<file path="src/rtl/toggle_handshake_rx.sv">
// Receive side of a 2-phase (toggle) handshake: synchronizes req_tgl, captures din into a
// one-word holding register, and answers on ack_tgl. Define TOGGLE_HANDSHAKE_RX_OVERRUN_DETECT_EN for the sticky err flag.
module toggle_handshake_rx #(
    parameter int unsigned DATA_W      = 8,
    parameter int unsigned SYNC_STAGES = 2
) (
    input  logic              clk,
    input  logic              reset,
    input  logic              req_tgl,
    input  logic [DATA_W-1:0] din,
    output logic              ack_tgl,
    output logic [DATA_W-1:0] dout,
    output logic              dout_valid,
    input  logic              dout_ready,
    output logic              busy,
    output logic [7:0]        rx_count,
    output logic              err
);
    typedef enum logic {IDLE, WAIT} state_t;

    state_t                 state;
    logic [SYNC_STAGES-1:0] sync;
    logic                   sync_out;
    logic                   req_d;
    logic                   rx_event;

    assign sync_out = sync[SYNC_STAGES-1];
    assign rx_event = sync_out ^ req_d;

    always_ff @(posedge clk) begin
        if (reset) begin
            sync  <= '0;
            req_d <= 1'b0;
        end else begin
            sync  <= {sync[SYNC_STAGES-2:0], req_tgl};
            req_d <= sync_out;
        end
    end

    // rx_event arriving while a word is held is simply ignored here: the word is dropped.
    always_ff @(posedge clk) begin
        if (reset) begin
            state      <= IDLE;
            dout       <= '0;
            dout_valid <= 1'b0;
            busy       <= 1'b0;
            ack_tgl    <= 1'b0;
            rx_count   <= '0;
        end else begin
            case (state)
                IDLE: begin
                    if (rx_event) begin
                        dout       <= din;
                        dout_valid <= 1'b1;
                        busy       <= 1'b1;
                        state      <= WAIT;
                    end
                end
                WAIT: begin
                    if (dout_valid && dout_ready) begin
                        dout_valid <= 1'b0;
                        busy       <= 1'b0;
                        ack_tgl    <= ~ack_tgl;
                        rx_count   <= rx_count + 8'd1;
                        state      <= IDLE;
                    end
                end
                default: state <= IDLE;
            endcase
        end
    end

`ifdef TOGGLE_HANDSHAKE_RX_OVERRUN_DETECT_EN
    always_ff @(posedge clk) begin
        if (reset) begin
            err <= 1'b0;
        end else if (state == WAIT && rx_event) begin
            err <= 1'b1;
        end
    end
`else
    assign err = 1'b0;
`endif

endmodule
</file>
<file path="config.mk">
export PLATFORM = sky130hd
export DESIGN_NAME = toggle_handshake_rx
export DESIGN_NICKNAME = d
export VERILOG_FILES = /design/src/rtl/toggle_handshake_rx.sv
export SDC_FILE = /design/constraint.sdc
export NUM_CORES = 1
export LEC_CHECK = 0
export CAP_MARGIN = 20
export CORE_MARGIN = 5
export CORE_UTILIZATION = 42
export DETAILED_ROUTE_END_ITERATION = 6
export PLACE_DENSITY = 0.76
export RECOVER_POWER = 25
export SLEW_MARGIN = 10
export SYNTH_ARGS = -nofsm -noshare
export SYNTH_HDL_FRONTEND = slang
export SYNTH_SLANG_ARGS = --single-unit
</file>
<file path="constraint.sdc">
create_clock -name clk -period 1.6 [get_ports clk]
set_input_delay 0.16 -clock clk [delete_from_list [all_inputs] [get_ports clk]]
set_output_delay 0.16 -clock clk [all_outputs]
set_load 0.1 [all_outputs]
</file>
==> results.md, run 1 <==
- CTS-repair resized insts: 0
- Synth async-reset ratio: 0
- Fin crit share: 0.866
- Comb pwr share: 0.211
- Max_cap viols: 0
- Setup repair after global routing missed its margin: false
- CTS tree: done
- Relative slew slack: 0.568
- Setup_tns: 0 ns
- TritonCTS Sinks: 22
- Largest net degree at the start of global routing: 14
- Pre-Repair DR Iteration Count: 4
- Fillers: 158
- PwrDens: 856 nW/µm²
- CP Capture Type: register
- Worst-path fanout max: 5
- Leading area contributor after synthesis: dfxtp_1
- Chip width: 55.4 µm
- Synthesized cell area: 866 µm²
- Finished Cell Area: 1400 µm²
- Initial drt markers: 8
- Top achievable clock speed: 722 MHz
- Critical Path RT: 1.86 ns
- CTS Buffer Depth: 2
- Hold/Removal Path Class: in2reg
- #FFs+latches synth: 22
- LEAKAGE: 0.529 nW
- Top post-synthesis cells by count: dfxtp_1 (22), a21oi_1 (14), o21ai_0 (11)
- Sw frac: 0.296
- Clock transition at path regs: 0.12 ns
- Sw Pwr: 354 µW
- Clock tree root buffer cell: clkbuf_4
- Htree depth: 1
- Tot GR Track Use: 0.142
- Row cnt: 16
- Die ar.: 3070 µm²
- Synthesis-to-layout area growth: 61.1%
- Antenna Nets Post-Route: 0
- Status: complete, no violations
- DR vias/cell: 5.12
- Fin crit period: 1.39 ns
- Vias in the first global route: 737
- Initial antenna violation count: 0
- Die Span Y: 55.4 µm
- Starting density of the core: 0.441
- Cell-internal power: 840 µW
- Sequential share of power: 0.485
- Synth top area share: 0.509
- Final count of hold timing violations: 0
- Crit path DAT: 1.64 ns
- Final wirelength: 2.17 mm
- Avg Cell Area, Syn: 9.21 µm²
- Layout cell share with drive strength beyond 1: 0.295
- Fin nets: 143
- Final setup fails: 0
- Synth Flop Type: dfxtp_1
- Clk_lat worst skew: 0.32 ns
- Top-count cell post-synth: dfxtp_1
- Pins Over Slew Limit: 0
- Cells after synthesis: 94
- Area after DPL: 1430 µm²
- DRC violations left: 0
- Crit Path Category: reg2reg
- Setup crit start kind: register
- Routability congestion estimate: 0.719
- Total global routing overflow: 0
- Ys Warns: 0
- Seq/Total Area, Yosys: 0.509
- Clock Power Share: 0.304
- Setup Skew: 0.00317 ns
- CTS Buf Count: 3
- Setup Buffers After CTS: 0
- Syn_nets: 107
- Synth top area cells: dfxtp_1 (51%), a21oi_1 (8.1%), o21ai_0 (6.4%)
- Post-DP HPWL: 1.66 mm
- Post-synth EDFFs: 0
- Core Footprint: 1960 µm²
- Vias: 799
- Antenna cell count: 0
- Buffers on Ports: 30
- Top Ports: 32
- Hold-fix buffers, CTS: 0
- First-pass GRT wire length: 3.53 mm
- Routed wire per std cell: 13.9 µm
- Actual slew at the worst max-slew pin: 0.644 ns
- Synth unique cells: 22
- Worst vdd ir: 0.655 mV
metrics by stage:
step / utilization / setup slack, ns / total power, mW / hold WS (ns) / std cells
floorplan: - / 0.0513 / 0.742 / 0.288 / 94
global placement: 0.728 / 0.0228 / 0.850 / 0.423 / 152
detailed placement: 0.728 / -0.0199 / 0.855 / 0.432 / 152
CTS: 0.753 / 0.188 / 1.21 / 0.374 / 156
global route: 0.711 / 0.132 / 1.23 / 0.371 / 156
finish: 0.711 / 0.215 / 1.19 / 0.380 / 156
critical path, cell delays in order (launching register included):
cell,delay [ns]
dfxtp_4,0.39
ha_1,0.18
nand2_1,0.12
or4_1,0.49
a21oi_1,0.15
layout by cell type (no fill, tap or decap), types with 2 or more instances in the layout:
cell,n
a21oi_1,14
buf_12,14
buf_4,5
clkbuf_2,5
clkbuf_4,3
clkdlybuf4s50_1,10
dfxtp_1,16
dfxtp_2,2
dfxtp_4,4
nand2_1,4
nand3_1,9
nand4_1,2
nor2_1,4
nor2b_1,4
o21ai_0,11
o31ai_1,2
or3_2,3
or4_1,2
xor2_1,4
metal layers:
| layer | wire length (µm) | up-vias | GRT usage |
|---|---|---|---|
| li1 | - | 406 | - |
| met4 | 46 | 0 | 0.0799 |
| met1 | 942 | 366 | 0.159 |
| met2 | 1060 | 22 | 0.233 |
| met3 | 129 | 5 | 0.0490 |
| met5 | 0 | - | 0 |
worst paths after layout:
path | startpoint | to | slack, ns | cells past startpoint
setup reg to reg | rx_count[0] | rx_count[6] | 0.21 | 4
setup / recovery | rx_count[0] | rx_count[6] | 0.21 | 4
hold / removal | req_tgl | sync[0] | 0.38 | 2
hold reg to reg | sync[0] | sync[1] | 0.46 | 1
flip-flops by register name, indices dropped and copies added (netlist names):
signal,count
ack_tgl,1
req_d,1
sync,2
busy,1
state,1
rx_count,8
dout,8
logic make-up after synthesis:
kind of cell | after synthesis | synth area share
AO/OA/AOI/OAI | 29 | 0.178
adder cells (fa/ha/maj) | 1 | 0.0144
buffers and inverters | 6 | 0.0347
multiplexers | 1 | 0.0116
other | 1 | 0.00433
flip-flops | 22 | 0.509
AND/OR/NAND/NOR | 29 | 0.198
XOR/XNOR | 5 | 0.0506
final cells by class:
class	instances	area, µm²	area share
well taps	27	33.8	0.0242
inverters	1	3.75	0.00269
multi-input cells	66	395	0.283
clock buffers	4	47.5	0.0341
flip-flops and latches	22	458	0.328
repair buffers	36	457	0.327
power groups by stage:
stage,logic (mW),registers (mW),clock network [mW]
3_5_place_dp,0.262,0.593,0
6_report,0.252,0.579,0.363
4_1_cts,0.263,0.581,0.371
5_1_grt,0.261,0.582,0.391
3_3_place_gp,0.258,0.592,0
2_1_floorplan,0.0688,0.673,0
Power figures use the tool's default switching activity.
==> inputs of run 2 (changes only) <==
==> constraint.sdc (replaced) <==
create_clock -name clk -period 1.6 [get_ports clk]
set_input_delay 0.32 -clock clk [delete_from_list [all_inputs] [get_ports clk]]
set_output_delay 0.32 -clock clk [all_outputs]
set_load 0.1 [all_outputs]
==> run 2 against run 1 <==
Sequential share of layout area down 0.86 points. Combinational power up 3%. Setup slack worse by 0.063 ns. Critical path depth unchanged. Die area unchanged. Highest routed layer unchanged. Cell count unchanged. Wire length down 0.32%. Sequential power about the same. Non-clock buffer count unchanged.
==> results.md, run 2 (synthesis results as in run 1) <==
- CTS tree: done
- Clock tree root buffer cell: clkbuf_4
- Clk_lat worst skew: 0.32 ns (about the same)
- Final wirelength: 2.17 mm (-0.32%)
- RR Endpoint: rx_count[6]
- Slack of the worst reg-to-reg path: 0.22 ns (about the same)
- Crit path DAT: 1.70 ns (+0.06 ns)
- Post-Place Cells: 152 (unchanged)
- Hold path depth: 1 (-1)
- Initial drt markers: 8 (unchanged)
- Largest net degree at the start of global routing: 14 (unchanged)
- Hold-fix buffers, CTS: 0 (unchanged)
- Setup repair after global routing missed its margin: false
- Antenna Nets Post-Route: 0 (unchanged)
- Pins Over Slew Limit: 0 (unchanged)
- Area after DPL: 1430 µm² (unchanged)
- Worst vdd ir: 0.655 mV (about the same)
- Top flop regs: dout: 8 flops, rx_count: 8 flops, sync: 2 flops
- Area of the multi-input gates: 395 µm² (unchanged)
- Top Ports: 32 (unchanged)
- Fin nets: 143 (unchanged)
- Hold/Removal Path Class: reg2reg
- Die ar.: 3070 µm² (unchanged)
- R2R cell count: 4 (unchanged)
- Vias in the first global route: 737 (unchanged)
- FF-to-FF Start: rx_count[0]
- Synthesis-to-layout area growth: 65.5%
- Actual slew at the worst max-slew pin: 0.644 ns (unchanged)
- Busiest layer in global routing: met2
- GRT met1 Usage: 0.159 (unchanged)
- Final setup fails: 0 (unchanged)
- CTS Buffer Depth: 2 (unchanged)
- Worst-path fanout max: 8 (+3)
- Core Footprint: 1960 µm² (unchanged)
- Die Span Y: 55.4 µm (unchanged)
- Initial antenna violation count: 0 (unchanged)
- LEAKAGE: 0.537 nW (+1.5%)
- Relative slew slack: 0.568 (unchanged)
- Register area: 458 µm² (unchanged)
- Htree depth: 1 (unchanged)
- Setup Skew: 0.00317 ns (-0.00000269 ns)
- Met2 GRT Util: 0.233 (unchanged)
- Max_cap viols: 0 (unchanged)
- Starting density of the core: 0.441 (unchanged)
- Clock transition at path regs: 0.12 ns (about the same)
- Routed wire per std cell: 13.9 µm (-0.32%)
- Top achievable clock speed: 691 MHz (-4.3%)
- Crit Path Category: in2reg
- Overall Power: 1.20 mW (+0.74%)
- Total global routing overflow: 0 (unchanged)
- DR vias/cell: 5.12 (unchanged)
- Layout cell share with drive strength beyond 1: 0.295 (unchanged)
- CTS Buf Count: 3 (unchanged)
- Finished Cell Area: 1430 µm² (+2.7%)
- Setup Buffers After CTS: 0 (unchanged)
- Fin crit share: 0.905 (+0.0392)
- Hold Path Sink: sync[1]
- TritonCTS Sinks: 22 (unchanged)
- Routability congestion estimate: 0.719 (unchanged)
- Setup crit start kind: input port
- Final count of hold timing violations: 0 (unchanged)
- Non-Filler Instances: 156 (unchanged)
- Commonest non-fill, non-tap cells in the layout: dfxtp_1 (16), buf_12 (16), a21oi_1 (14)
- CTS-repair resized insts: 0 (unchanged)
- Status: complete, no violations
- DRC violations left: 0 (unchanged)
- Critical Path RT: 1.86 ns (about the same)
- CP Capture Type: register
- Antenna cell count: 0 (unchanged)
- Row cnt: 16 (unchanged)
- First-pass GRT wire length: 3.53 mm (unchanged)
- Met3 usage: 0.0490 (unchanged)
- PwrDens: 840 nW/µm² (-1.9%)
- Fillers: 155 (-1.9%)
- Fin crit period: 1.45 ns (+0.0627 ns)
- Setup_tns: 0 ns (unchanged)
- Chip width: 55.4 µm (unchanged)
- Hold slack: 0.460 ns (+0.0803 ns)
- Min-delay src: sync[0]
- Pre-Repair DR Iteration Count: 4 (unchanged)
- Buffers on Ports: 30 (unchanged)
- Tot GR Track Use: 0.142 (unchanged)
- Post-DP HPWL: 1.66 mm (unchanged)
- Vias: 799 (unchanged)
run 2: cell count changes in the layout (fill, tap and decap cells not counted):
| cell | before | now |
|---|---|---|
| clkbuf_2 | 5 | 0 |
| clkbuf_4 | 3 | 6 |
| buf_12 | 14 | 16 |
run 2: through the flow:
| stage | util | setup WS, ns |
|---|---|---|
| after floorplan | - | 0.0513 |
| after global placement | 0.728 | -0.137 |
| after detailed placement | 0.728 | -0.180 |
| after CTS | 0.753 | 0.148 |
| after global routing | 0.730 | 0.106 |
| final | 0.730 | 0.152 |
run 2: routing by layer:
| metal | up-vias | share of wire | wire length, µm |
|---|---|---|---|
| met5 | - | 0 | 0 |
| li1 | 406 | - | - |
| met2 | 22 | 0.49 | 1060 |
| met4 | 0 | 0.021 | 46 |
| met1 | 366 | 0.43 | 941 |
| met3 | 5 | 0.057 | 123 |
run 2: worst max path at each step:
| stage | from | end | slack [ns] | cells after the start |
|---|---|---|---|---|
| floorplan | rx_count[3] | rx_count[7] | 0.05 | 3 |
| detailed placement | dout_ready | rx_count[6] | -0.18 | 4 |
| global placement | dout_ready | rx_count[6] | -0.14 | 4 |
| finish | dout_ready | rx_count[6] | 0.15 | 4 |
| CTS | dout_ready | rx_count[6] | 0.15 | 4 |
| global route | dout_ready | rx_count[7] | 0.11 | 4 |
run 2: worst max-delay path: stages:
cell and delay, ns:
clkdlybuf4s50_1 0.55, nand4_4 0.16, or4_1 0.53, a21oi_1 0.15
run 2: layout make-up:
class / instances / share of cell area
Multi-Input combinational cell: 66 / 0.276
Tap cell: 27 / 0.0236
Timing Repair Buffer: 36 / 0.345
Clock buffer: 4 / 0.0332
Sequential cell: 22 / 0.320
Inverter: 1 / 0.00262
run 2: where the power goes:
group	leakage, nW	switching, mW	internal, mW
clock network	0.0261	0.172	0.191
logic	0.328	0.163	0.0969
registers	0.183	0.0204	0.560
total	0.537	0.355	0.848
==> inputs of run 3 (changes only) <==
- CORE_UTILIZATION: 42 -> 38
- PLACE_DENSITY: 0.76 -> 0.73
- clock period: 1.6 -> 1.2 ns (I/O delays scaled with it)
==> run 3 against run 2 <==
The run now ends with negative setup slack left. Combinational power increased by 45%. First-iteration DRC count increased to 2.8 times the previous value. Clock power decreased by 6.1%. Sequential share of layout area decreased by 3.2 points. Cell count increased by 12%. Register-to-register slack got worse by 0.32 ns. Die area increased by 8.6%. Non-clock buffer count increased by 17. Clock skew increased by 0.0075 ns. Clock-buffer cell count decreased by 1. Critical path depth decreased by 1. Setup slack got worse by 0.26 ns. Largest cell class unchanged.
==> results.md, run 3 (synthesis results as in run 1) <==
- Initial drt markers: 22 (+14)
- Slowest cell on the critical path: or4_4
- CP Capture Type: register
- Post-DP HPWL: 1.90 mm (+14%)
- Routed wire per std cell: 16.0 µm (+15%)
- Status: finished, violations left
- Most common cell after layout, fill and taps aside: buf_12
- Row cnt: 17 (+1)
- Setup crit start kind: register
- PwrDens: 880 nW/µm² (+4.8%)
- Sequential share of power: 0.515 (+0.033)
- Worst-path fanout max: 4 (-4)
- Hold/Removal Path Class: reg2reg
- Pins Over Slew Limit: 0 (unchanged)
- Setup_tns: -0.315 ns (-0.315 ns)
- Hold-fix buffers, CTS: 0 (unchanged)
- Tot GR Track Use: 0.172 (+0.0299)
- Setup repair after global routing missed its margin: true
- Antenna cell count: 0 (unchanged)
- First-pass GRT wire length: 4.38 mm (+24%)
- Largest net degree at the start of global routing: 13 (-1)
- Crit path DAT: 1.55 ns (-0.15 ns)
- Clock Power Share: 0.230 (-0.072)
- Die ar.: 3330 µm² (+8.6%)
- Initial antenna violation count: 0 (unchanged)
- TritonCTS Sinks: 22 (unchanged)
- Failing checks: negative setup slack
- Total global routing overflow: 0 (unchanged)
- Clock tree root buffer cell: clkbuf_4
- Synthesis-to-layout area growth: 94.5%
- Critical Path RT: 1.45 ns (-0.41 ns)
- Clock transition at path regs: 0.12 ns (about the same)
- Cell-internal power: 1.01 mW (+19%)
- Worst vdd ir: 0.741 mV (+13%)
- Top flop regs: dout: 8 flops, rx_count: 8 flops, sync: 2 flops
- Sw frac: 0.321 (+0.0262)
- DP Worst Slack: -0.489 ns (-0.309 ns)
- Chip width: 57.7 µm (+4.2%)
- Fin crit share: 1.09
- Vias in the first global route: 959 (+30%)
- Fin nets: 160 (+12%)
- Layout cell share with drive strength beyond 1: 0.527 (+0.233)
- Crit Path Category: reg2reg
- CTS Buffer Depth: 2 (unchanged)
- Final setup fails: 9 (+9)
- Pre-Repair DR Iteration Count: 4 (unchanged)
- DR vias/cell: 5.30 (+3.5%)
- Top achievable clock speed: 767 MHz
- CTS Buf Count: 3 (unchanged)
- Core Footprint: 2190 µm² (+12%)
- Worst path cell trace: nand4_1, or4_4, a21oi_2
- LEAKAGE: 0.634 nW (+18%)
- Slack of the worst reg-to-reg path: -0.10 ns (-0.32 ns)
- Commonest non-fill, non-tap cells in the layout: buf_12 (19), buf_4 (14), dfxtp_2 (11)
- Max_cap viols: 0 (unchanged)
- Clk_lat worst skew: 0.31 ns (about the same)
- DRC violations left: 0 (unchanged)
- Final wirelength: 2.78 mm (+28%)
- Buffers on Ports: 30 (unchanged)
- Worst path bufs/invs: 0 (-1)
- Fin worst setup slack: -0.105 ns (-0.257 ns)
- Overall Power: 1.48 mW (+23%)
- Top Ports: 32 (unchanged)
- CTS tree: done
- Sw Pwr: 476 µW (+34%)
- Worst path max stage delay: 0.55 ns (about the same)
- Crit path max-delay family: simple AND/OR/NAND/NOR gates
- Routability congestion estimate: 0.860 (+20%)
- Comb pwr share: 0.255 (+0.039)
- Die Span Y: 57.7 µm (+4.2%)
- Starting density of the core: 0.395 (-0.0461)
- Antenna Nets Post-Route: 0 (unchanged)
- Fillers: 149 (-3.9%)
- Htree depth: 1 (unchanged)
- Setup Skew: 0.0106 ns (+0.00747 ns)
- Vias: 922 (+15%)
- Final count of hold timing violations: 0 (unchanged)
- Fin crit period: 1.30 ns
run 3: changes by cell type in the layout (fill, tap and decap cells not counted), moves of 3 or more:
| cell | change |
|---|---|
| clkbuf_4 | -3 |
| a21oi_1 | -4 |
| or3_2 | -3 |
| buf_6 | +7 |
| a21oi_2 | +4 |
| dfxtp_4 | +4 |
| dfxtp_1 | -13 |
| or3_4 | +3 |
| dfxtp_2 | +9 |
| buf_12 | +3 |
| buf_4 | +9 |
run 3: worst paths after layout:
| check | to | cells past startpoint | from |
|---|---|---|---|
| max | rx_count[7] | 3 | rx_count[0] |
| min | sync[1] | 1 | sync[0] |
| max reg2reg | rx_count[7] | 3 | rx_count[0] |
| min reg2reg | sync[1] | 1 | sync[0] |
run 3: layout make-up:
| class | count | area, µm² | area share |
|---|---|---|---|
| Clock buffer | 3 | 22.5 | 0.0134 |
| Clock inverter | 1 | 3.75 | 0.00223 |
| Inverter | 1 | 5.00 | 0.00297 |
| Multi-Input combinational cell | 66 | 452 | 0.268 |
| Sequential cell | 22 | 484 | 0.288 |
| Tap cell | 28 | 35.0 | 0.0208 |
| Timing Repair Buffer | 53 | 682 | 0.405 |
run 3: per-stage QoR:
stage / instance area, µm² / instances / util / hold WS (ns)
floorplan: 921 / 94 / - / 0.368
global placement: 1530 / 162 / 0.700 / 0.423
detailed placement: 1530 / 162 / 0.700 / 0.432
CTS: 1650 / 172 / 0.752 / 0.461
global route: 1680 / 174 / 0.769 / 0.473
finish: 1680 / 174 / 0.769 / 0.456
run 3: per-layer routing:
metal | up-vias | global-route usage | part of all wire
met1 | 440 | 0.185 | 0.37
met5 | - | 0 | 0
met4 | 0 | 0.106 | 0.032
met2 | 32 | 0.311 | 0.55
li1 | 440 | - | -
met3 | 10 | 0.0267 | 0.040
run 3: power groups by stage:
stage	Clock [mW]	Combinational (mW)	Sequential, mW
floorplan	0	0.0916	0.892
global placement	0	0.362	0.778
detailed placement	0	0.369	0.779
CTS	0.352	0.378	0.764
global route	0.397	0.392	0.766
finish	0.341	0.378	0.763
run 3: what timing repair did:
action | 4_1_cts | 5_1_grt
pin swaps | 3 | 3
gates resized for setup | 14 | 10
buffers inserted | 6 | 2
endpoints found under the setup margin | 22 | 13
run 3: worst reg2reg max path, delay by kind of cell, from the launching register on:
kind	cells	cell delay (ns)
DFF	1	0.40
and+or+nand+nor	2	0.71
AOI/OAI and AO/OA	1	0.13
